File: src/rtl/sevga_vram_arbiter.sv
// SEVGA VRAM arbiter: shares one asynchronous VRAM port between the video
// fetch engine (strict priority) and a small CPU write FIFO. Every output,
// including the active-low VRAM strobes, comes straight from a flop.

module sevga_vram_arbiter #(
  parameter int FIFO_DEPTH = 4
) (
  input  logic                          pixClk,
  input  logic                          nReset,
  input  logic                          fetchReq,
  input  logic [14:0]                   fetchAddr,
  input  logic                          fetchBuf,
  output logic                          fetchAck,
  output logic [7:0]                    fetchData,
  input  logic                          wrPush,
  input  logic [15:0]                   wrAddr,
  input  logic [7:0]                    wrData,
  output logic                          wrFull,
  output logic [$clog2(FIFO_DEPTH):0]   wrCount,
  output logic                          wrOverflow,
  output logic [14:0]                   vramAddr,
  output logic [7:0]                    vramDataOut,
  output logic                          vramDataOE,
  input  logic [7:0]                    vramDataIn,
  output logic                          nvramOE,
  output logic                          nvramWE,
  output logic                          nvramCE0,
  output logic                          nvramCE1
);

  localparam int PTR_W = $clog2(FIFO_DEPTH);
  localparam int CNT_W = PTR_W + 1;
  localparam logic [CNT_W-1:0] DEPTH_CNT = CNT_W'(FIFO_DEPTH);

  typedef enum logic [3:0] {
    IDLE,
    RD_SETUP,
    RD_STROBE,
    RD_LATCH,
    RD_ACK,
    WR_SETUP,
    WR_STROBE1,
    WR_STROBE2,
    WR_HOLD
  } arbStateT;

  arbStateT state;
  arbStateT nextState;

  // Write FIFO storage: each entry is {chip select, address, data}.
  logic [23:0]      fifoMem [FIFO_DEPTH];
  logic [PTR_W-1:0] rdPtr;
  logic [PTR_W-1:0] wrPtr;
  logic [CNT_W-1:0] countNext;
  logic [23:0]      fifoHead;
  logic             pop;
  logic             pushOk;

  // Access bookkeeping: latched chip select and the one-cycle fetch lockout.
  logic ceSel;
  logic skipFetch;

  // Next-cycle values for the registered outputs.
  logic loadRead;
  logic loadWrite;
  logic nextSel;
  logic ceActive;
  logic oeActive;
  logic weActive;
  logic dataDrive;
  logic ackNext;

  assign fifoHead = fifoMem[rdPtr];

  // The head leaves the FIFO during WR_SETUP; a push is taken if there is room
  // now or a slot is being freed by that same pop.
  assign pop    = (state == WR_SETUP) && (wrCount != '0);
  assign pushOk = wrPush && ((wrCount != DEPTH_CNT) || pop);

  // Occupancy after this clock, covering push-only, pop-only and push+pop.
  always_comb begin
    countNext = wrCount;
    if (pushOk && !pop) begin
      countNext = wrCount + CNT_W'(1);
    end else if (!pushOk && pop) begin
      countNext = wrCount - CNT_W'(1);
    end
  end

  // FIFO payload storage; contents need no reset because the pointers define validity.
  always_ff @(posedge pixClk) begin
    if (pushOk) begin
      fifoMem[wrPtr] <= {wrAddr, wrData};
    end
  end

  // FIFO pointers, occupancy, full flag and sticky overflow flag.
  always_ff @(posedge pixClk or negedge nReset) begin
    if (!nReset) begin
      rdPtr      <= '0;
      wrPtr      <= '0;
      wrCount    <= '0;
      wrFull     <= 1'b0;
      wrOverflow <= 1'b0;
    end else begin
      if (pushOk) begin
        wrPtr <= wrPtr + PTR_W'(1);
      end
      if (pop) begin
        rdPtr <= rdPtr + PTR_W'(1);
      end
      wrCount <= countNext;
      wrFull  <= (countNext == DEPTH_CNT);
      if (wrPush && !pushOk) begin
        wrOverflow <= 1'b1;
      end
    end
  end

  // Next-state choice plus decode of the strobe pattern for the state being entered.
  always_comb begin
    nextState = state;
    ceActive  = 1'b0;
    oeActive  = 1'b0;
    weActive  = 1'b0;
    dataDrive = 1'b0;
    ackNext   = 1'b0;
    loadRead  = 1'b0;
    loadWrite = 1'b0;
    nextSel   = ceSel;

    unique case (state)
      IDLE: begin
        if (fetchReq && !skipFetch) begin
          nextState = RD_SETUP;
        end else if (wrCount != '0) begin
          nextState = WR_SETUP;
        end
      end
      RD_SETUP:   nextState = RD_STROBE;
      RD_STROBE:  nextState = RD_LATCH;
      RD_LATCH:   nextState = RD_ACK;
      RD_ACK:     nextState = IDLE;
      WR_SETUP:   nextState = WR_STROBE1;
      WR_STROBE1: nextState = WR_STROBE2;
      WR_STROBE2: nextState = WR_HOLD;
      WR_HOLD:    nextState = IDLE;
      default:    nextState = IDLE;
    endcase

    loadRead  = (state == IDLE) && (nextState == RD_SETUP);
    loadWrite = (state == IDLE) && (nextState == WR_SETUP);
    if (loadRead) begin
      nextSel = fetchBuf;
    end else if (loadWrite) begin
      nextSel = fifoHead[23];
    end

    unique case (nextState)
      RD_SETUP: begin
        ceActive = 1'b1;
      end
      RD_STROBE, RD_LATCH: begin
        ceActive = 1'b1;
        oeActive = 1'b1;
      end
      RD_ACK: begin
        ackNext = 1'b1;
      end
      WR_SETUP, WR_HOLD: begin
        ceActive  = 1'b1;
        dataDrive = 1'b1;
      end
      WR_STROBE1, WR_STROBE2: begin
        ceActive  = 1'b1;
        dataDrive = 1'b1;
        weActive  = 1'b1;
      end
      default: begin
        ceActive = 1'b0;
      end
    endcase
  end

  // State register and all registered bus outputs; reset drops any access at once.
  always_ff @(posedge pixClk or negedge nReset) begin
    if (!nReset) begin
      state       <= IDLE;
      ceSel       <= 1'b0;
      skipFetch   <= 1'b0;
      fetchAck    <= 1'b0;
      fetchData   <= '0;
      vramAddr    <= '0;
      vramDataOut <= '0;
      vramDataOE  <= 1'b0;
      nvramOE     <= 1'b1;
      nvramWE     <= 1'b1;
      nvramCE0    <= 1'b1;
      nvramCE1    <= 1'b1;
    end else begin
      state      <= nextState;
      ceSel      <= nextSel;
      skipFetch  <= (state == RD_ACK);
      fetchAck   <= ackNext;
      vramDataOE <= dataDrive;
      nvramOE    <= !oeActive;
      nvramWE    <= !weActive;
      nvramCE0   <= !(ceActive && !nextSel);
      nvramCE1   <= !(ceActive && nextSel);
      if (loadRead) begin
        vramAddr <= fetchAddr;
      end else if (loadWrite) begin
        vramAddr    <= fifoHead[22:8];
        vramDataOut <= fifoHead[7:0];
      end
      if (state == RD_LATCH) begin
        fetchData <= vramDataIn;
      end
    end
  end

endmodule

File: config.mk
export PLATFORM = sky130hd
export DESIGN_NAME = sevga_vram_arbiter
export DESIGN_NICKNAME = d
export VERILOG_FILES = /design/src/rtl/sevga_vram_arbiter.sv
export SDC_FILE = /design/constraint.sdc
export NUM_CORES = 1
export LEC_CHECK = 0
export CORE_MARGIN = 5
export CORE_UTILIZATION = 50
export DETAILED_ROUTE_END_ITERATION = 6
export DONT_BUFFER_PORTS = 1
export PLACE_DENSITY = 0.68
export SLEW_MARGIN = 20
export SYNTH_ARGS = -nofsm -noshare
export SYNTH_HDL_FRONTEND = slang
export SYNTH_SLANG_ARGS = --single-unit
File: constraint.sdc
create_clock -name pixClk -period 2.27 [get_ports pixClk]
set_input_delay 0.3405 -clock pixClk [delete_from_list [all_inputs] [get_ports pixClk]]
set_output_delay 0.3405 -clock pixClk [all_outputs]
set_load 0.1 [all_outputs]
Word level (Yosys, flattened, before mapping)
Memories as Yosys holds them, arrays and structs flattened.
Index checks and enable logic that the tools add are counted.
{ "totals": {"regBits": 52, "ram_bits": 96, "in_bits": 52, "out_inout_bits": 42, "memories": 1} }
{ "classes": {"add_sub_neg": 4, "eq_ne": 17, "n_mux": 16, "bitwise_logic": 1, "n_reduce_logical": 27} }
{ "mem_list": {"columns": ["name", "words", "width", "read_ports", "rd_clocked_by_memory_dff", "wr", "line", "source"], "rows": [
  ["fifoMem", 4, 24, 1, 0, 1, "51", "logic [23:0] fifoMem [FIFO_DEPTH];"]
]} }
{ "ops": {"columns": ["operator", "count"], "rows": [
  ["equality test 4 x 3 -> 1 bit (second input constant)", 8],
  ["2-to-1 mux 15 bit", 2],
  ["case mux 4 bit (7 select lines)", 1],
  ["equality test 4 x 2 -> 1 bit (second input constant)", 4],
  ["logical AND 1 bit", 10],
  ["2-to-1 mux 1 bit", 9],
  ["equality test 4 x 1 -> 1 bit (second input constant)", 2],
  ["zero test 1 bit", 8],
  ["2-to-1 mux 4 bit", 2],
  ["OR reduction 7 bit", 1],
  ["2-to-1 mux 3 bit", 2],
  ["adder 2 x 1 -> 2 bit (second input constant)", 2],
  ["equality test 4 bit (second input constant)", 1],
  ["zero test 4 bit", 1],
  ["OR reduction 2 bit", 2],
  ["OR reduction 4 bit", 1],
  ["adder 3 x 1 -> 3 bit (second input constant)", 1],
  ["equality test 3 bit (second input constant)", 1],
  ["inequality test 3 bit (second input constant)", 1],
  ["nonzero test 3 bit", 1],
  ["subtractor 3 x 1 -> 3 bit (second input constant)", 1],
  ["AND reduction 2 bit", 1],
  ["nonzero test 2 bit", 1],
  ["logical OR 1 bit", 1],
  ["inverter 1 bit", 1]
]} }

Depth between registers and ports, before layout
{ "depth": {"ltp_word": 11, "ltp_mapped": 8, "depth_no_buf": 7} }

Worst setup path after synthesis
Ideal clock, no wire load.
{ "synth_path": {"kind": "register -> register", "start": "register wrCount[0]", "end": "memory fifoMem[0][0], enable pin", "t_arrival_ns": 2.462, "required_ns": 1.887, "slack_ns": -0.575, "stages_incl_launch_ff": 5, "synth_period_minus_slack_ns": 2.845, "path_cell_list": "dfrtp_1 inv_1 ha_1 a31oi_1 and2_1"} }
{ "synth_via": {"elab_chain_cells": 6, "word_cells_on_any_way": 7, "classes_between": "eq/ne (1); mux (2); reduce/logical (4)"} }
{ "synth_rtl": {"columns": ["element", "line", "source"], "rows": [
  ["from (decl)", "19", "output logic [$clog2(FIFO_DEPTH):0] wrCount,"],
  ["from (signal assigned)", "112", "wrCount <= countNext;"],
  ["nonzero test 3 bit", "77", "assign pop = (state == WR_SETUP) && (wrCount != '0);"],
  ["logical AND 1 bit", "77", null],
  ["logical OR 1 bit (*)", "78", "assign pushOk = wrPush && ((wrCount != DEPTH_CNT) || pop);"],
  ["logical AND 1 bit (*)", "78", null],
  ["2-to-1 mux 1 bit (*)", "92", "if (pushOk) begin"],
  ["2-to-1 mux 1 bit (not written as such) (*)", "93", "fifoMem[wrPtr] <= {wrAddr, wrData};"],
  ["to (decl)", "51", null]
]} }
Mark *: on every way between the ends. The rest lies on a longest branch, timed or not.

Worst setup path after layout
{ "layout_path": {"start": "register wrCount[0]", "end": "register vramDataOut[5]"} }
{ "layout_via": {"elab_chain_cells": 8, "word_cells_on_any_way": 10, "classes_between": "eq/ne (2); mux (3); bitwise (1); reduce/logical (4)"} }
{ "layout_rtl": {"columns": ["element", "line", "source"], "rows": [
  ["nonzero test 3 bit (*)", "136", "end else if (wrCount != '0) begin"],
  ["2-to-1 mux 4 bit (*)", "136", null],
  ["2-to-1 mux 4 bit (*)", "134", "if (fetchReq && !skipFetch) begin"],
  ["case mux 4 bit (7 select lines) (*)", "132", "unique case (state)"],
  ["equality test 4 x 1 -> 1 bit", "151", "loadRead = (state == IDLE) && (nextState == RD_SETUP);"],
  ["logical AND 1 bit", "151", null],
  ["inverter 1 bit (no source line)", null, null],
  ["AND reduction 2 bit (no source line) (*)", null, null],
  ["to (signal assigned)", "214", "vramDataOut <= fifoHead[7:0];"],
  ["to (decl)", "22", "output logic [7:0] vramDataOut,"]
]} }
Marks and branches as above.
A chain may end at the register's enable or synchronous reset.

==> results by group <==
Synthesis
  – Syn Nets: 400
  – Largest family of logic cells by synthesized area: multiplexers
  – Count of distinct cell types in the synthesized netlist: 46
  – Avg Inst Size Synth: 17.2 um^2
  – Asr flop ratio synth: 0.351
  – Primary FF master, synth: edfxtp_1
  – Post-synthesis mux area share: 0.123
  – Ys Warns: 0
  – Post-synthesis instance total: 341
  – FF+latch count, synth: 148
  – Post-synth EDFFs: 96
  – Post-Synth Simple-Gate Area: 0.0545
  – Adder-cell share of the synthesized area: 0.0149
  – Post-Synth XOR/XNOR Area: 0.00895
  – Synth Area in Compound Gates: 0.0603
  – Sequential share of the synthesized area: 0.713
  – Netlist Area Pre-Place: 5870 um^2

Floorplan
  – # rows: 39
  – Die Y: 118 um
  – I/O Pins: 94
  – Die W: 118 um
  – Starting Density: 0.512
  – Placeable Area: 11500 um^2
  – Die area: 14000 um^2

Route
  – Drt wl/cell: 19.6 um
  – Routed Antenna Nets: 0
  – Drt initial violations: 199
  – DRC: 0
  – Vias per inst: 5.56
  – First drt pass iteration count: 6
  – WL final: 11.0 mm
  – Vias after detailed routing: 3137

Critical path
  – Max FO, Critical Path: 8
  – Critical Path End Type: flop
  – WP data arrival: 2.38 ns
  – Worst EP required: 2.57 ns
  – Critical path class: reg -> reg
  – Startpoint types: flop

Global routing
  – First-pass GRT wire length: 17.7 mm
  – GR Overflow Total: 0
  – Initial antenna violation count: 1
  – Vias in the first global route: 3259
  – Pin count of the biggest net entering global routing: 53
  – Overall Global Routing Usage: 0.166

CTS
  – Clock sink count: 148
  – CTS tree: done
  – Clk pin slew, worst setup/hold paths: 0.06 ns
  – Root Driver: clkbuf_16
  – Clk Latency, worst-skew pair: 0.42 ns
  – # Post-CTS Setup Buffers: 0
  – PostCTS Resize Cnt: 0
  – Clk buf depth: 2
  – Cts bufs inserted: 17
  – H-tree levels: 4

Timing
  – Final setup viols: 0
  – Crit share post-route: 0.919
  – Setup TNS: 0 ns
  – RSZ-0062 raised after global routing: no
  – Final hold viol count: 0
  – Slew @ Worst Pin: 0.930 ns
  – Fin crit period: 2.09 ns
  – Fmax: 479 MHz
  – Slew margin rel.: 0.380
  – Final slew viol count: 0
  – Clock skew: 0.00923 ns

Final layout
  – Final net count: 466
  – Share of layout cells above drive strength 1: 0.314
  – Most frequent cells in the layout: 96 x edfxtp_1, 44 x dfrtp_1, 38 x buf_4, 25 x dlygate4sd3_1, 24 x mux4_2
  – Fill cell count: 807
  – Most common cell after layout, fill and taps aside: edfxtp_1
  – Synth-to-Final Area Change: 21.7%

Run status
  – Status: finished clean

Place
  – Input/output buffers: 0
  – Gpl congestion: 0.788
  – Detailed Place HPWL: 7.45 mm

Flow run
  – Max Cap Violations: 0

Min path
  – Worst min path class: in -> reg
stage by stage:
stage | area [um^2] | hold slack [ns] | utilization | cells | worst slack (ns)
finish | 7150 | 0.0723 | 0.623 | 564 | 0.183
global placement | 6290 | 0.0473 | 0.549 | 505 | 0.237
global route | 7150 | 0.0416 | 0.623 | 564 | 0.0724
floorplan | 5890 | 0.0449 | - | 341 | 0.0116
detailed placement | 6290 | 0.0474 | 0.549 | 505 | 0.182
CTS | 7150 | 0.0474 | 0.623 | 563 | 0.172
cells in the mapped netlist, types with 6 or more instances:
| cell type | count | area [um^2] |
|---|---|---|
| a21oi_1 | 8 | 40.0 |
| a22oi_1 | 12 | 90.1 |
| and2_1 | 6 | 37.5 |
| buf_2 | 7 | 35.0 |
| clkbuf_1 | 8 | 30.0 |
| dfrtp_1 | 48 | 1200 |
| edfxtp_1 | 96 | 2880 |
| ha_1 | 7 | 87.6 |
| inv_1 | 8 | 30.0 |
| mux2_2 | 16 | 180 |
| mux4_2 | 24 | 541 |
| nand2_1 | 17 | 63.8 |
| nor2_1 | 11 | 41.3 |
| o21ai_1 | 10 | 50.1 |
routing by layer:
layer / wire length (um) / up-vias / track usage
li1: - / 1440 / -
met1: 4700 / 1606 / 0.213
met2: 5600 / 82 / 0.263
met3: 649 / 9 / 0.0611
met4: 100 / 0 / 0.0581
met5: 0 / - / 0
critical path, stage by stage (launching register included):
cell and delay [ns]:
dfrtp_4 0.40, inv_1 0.05, ha_1 0.20, nor2b_4 0.15, or3_1 0.48, nor2_4 0.30
mux2_2 0.37
logic make-up (layout without fill, tap and decap cells):
| kind of cell | count (synthesis) | count (layout) |
|---|---|---|
| AO/OA/AOI/OAI | 53 | 53 |
| XOR/XNOR | 6 | 6 |
| adder cells (fa/ha/maj) | 7 | 7 |
| buffers and inverters | 28 | 107 |
| flip-flops | 148 | 148 |
| multiplexers | 40 | 40 |
| other | 0 | 1 |
| AND/OR/NAND/NOR | 59 | 59 |
cell type report:
| cell class | count | area (um^2) | area share |
|---|---|---|---|
| Clock inverter | 10 | 67.6 | 0.00945 |
| Clock buffer | 22 | 507 | 0.0709 |
| Sequential cell | 148 | 4200 | 0.587 |
| Tap cell | 143 | 179 | 0.0250 |
| Timing Repair Buffer | 67 | 623 | 0.0872 |
| Inverter | 8 | 30.0 | 0.00420 |
| Multi-Input combinational cell | 165 | 1540 | 0.215 |
| Antenna cell | 1 | 2.50 | 0.000350 |
sequential cells by signal (all words and copies together) (netlist names), 2 cells and up:
signal,cells
rdPtr,2
state,4
wrCount,3
vramDataOut,8
vramAddr,15
fifoMem,96
fetchData,8
wrPtr,2
path summary, 6_finish.rpt:
path / from / end / slack (ns) / cells past startpoint
setup / recovery: wrCount[0] / vramDataOut[5] / 0.18 / 6
hold / removal: vramDataIn[0] / fetchData[0] / 0.07 / 1
setup reg to reg: wrCount[0] / vramDataOut[5] / 0.18 / 6
hold reg to reg: vramAddr[14] / vramAddr[14] / 0.49 / 2
max in group asynchronous: nReset / nvramCE0 / 1.54 / 2
min in group asynchronous: nReset / wrFull / 0.44 / 2
repair_timing:
action | 4_1_cts | 5_1_grt
endpoints found under the setup margin | 0 | 0
hold endpoints to repair | 148 | 0
hold buffers | 26 | 0
Power is left out: the tool's default activity adds up to more than one toggle a clock period on the data nets, which glitch-free logic cannot reach.
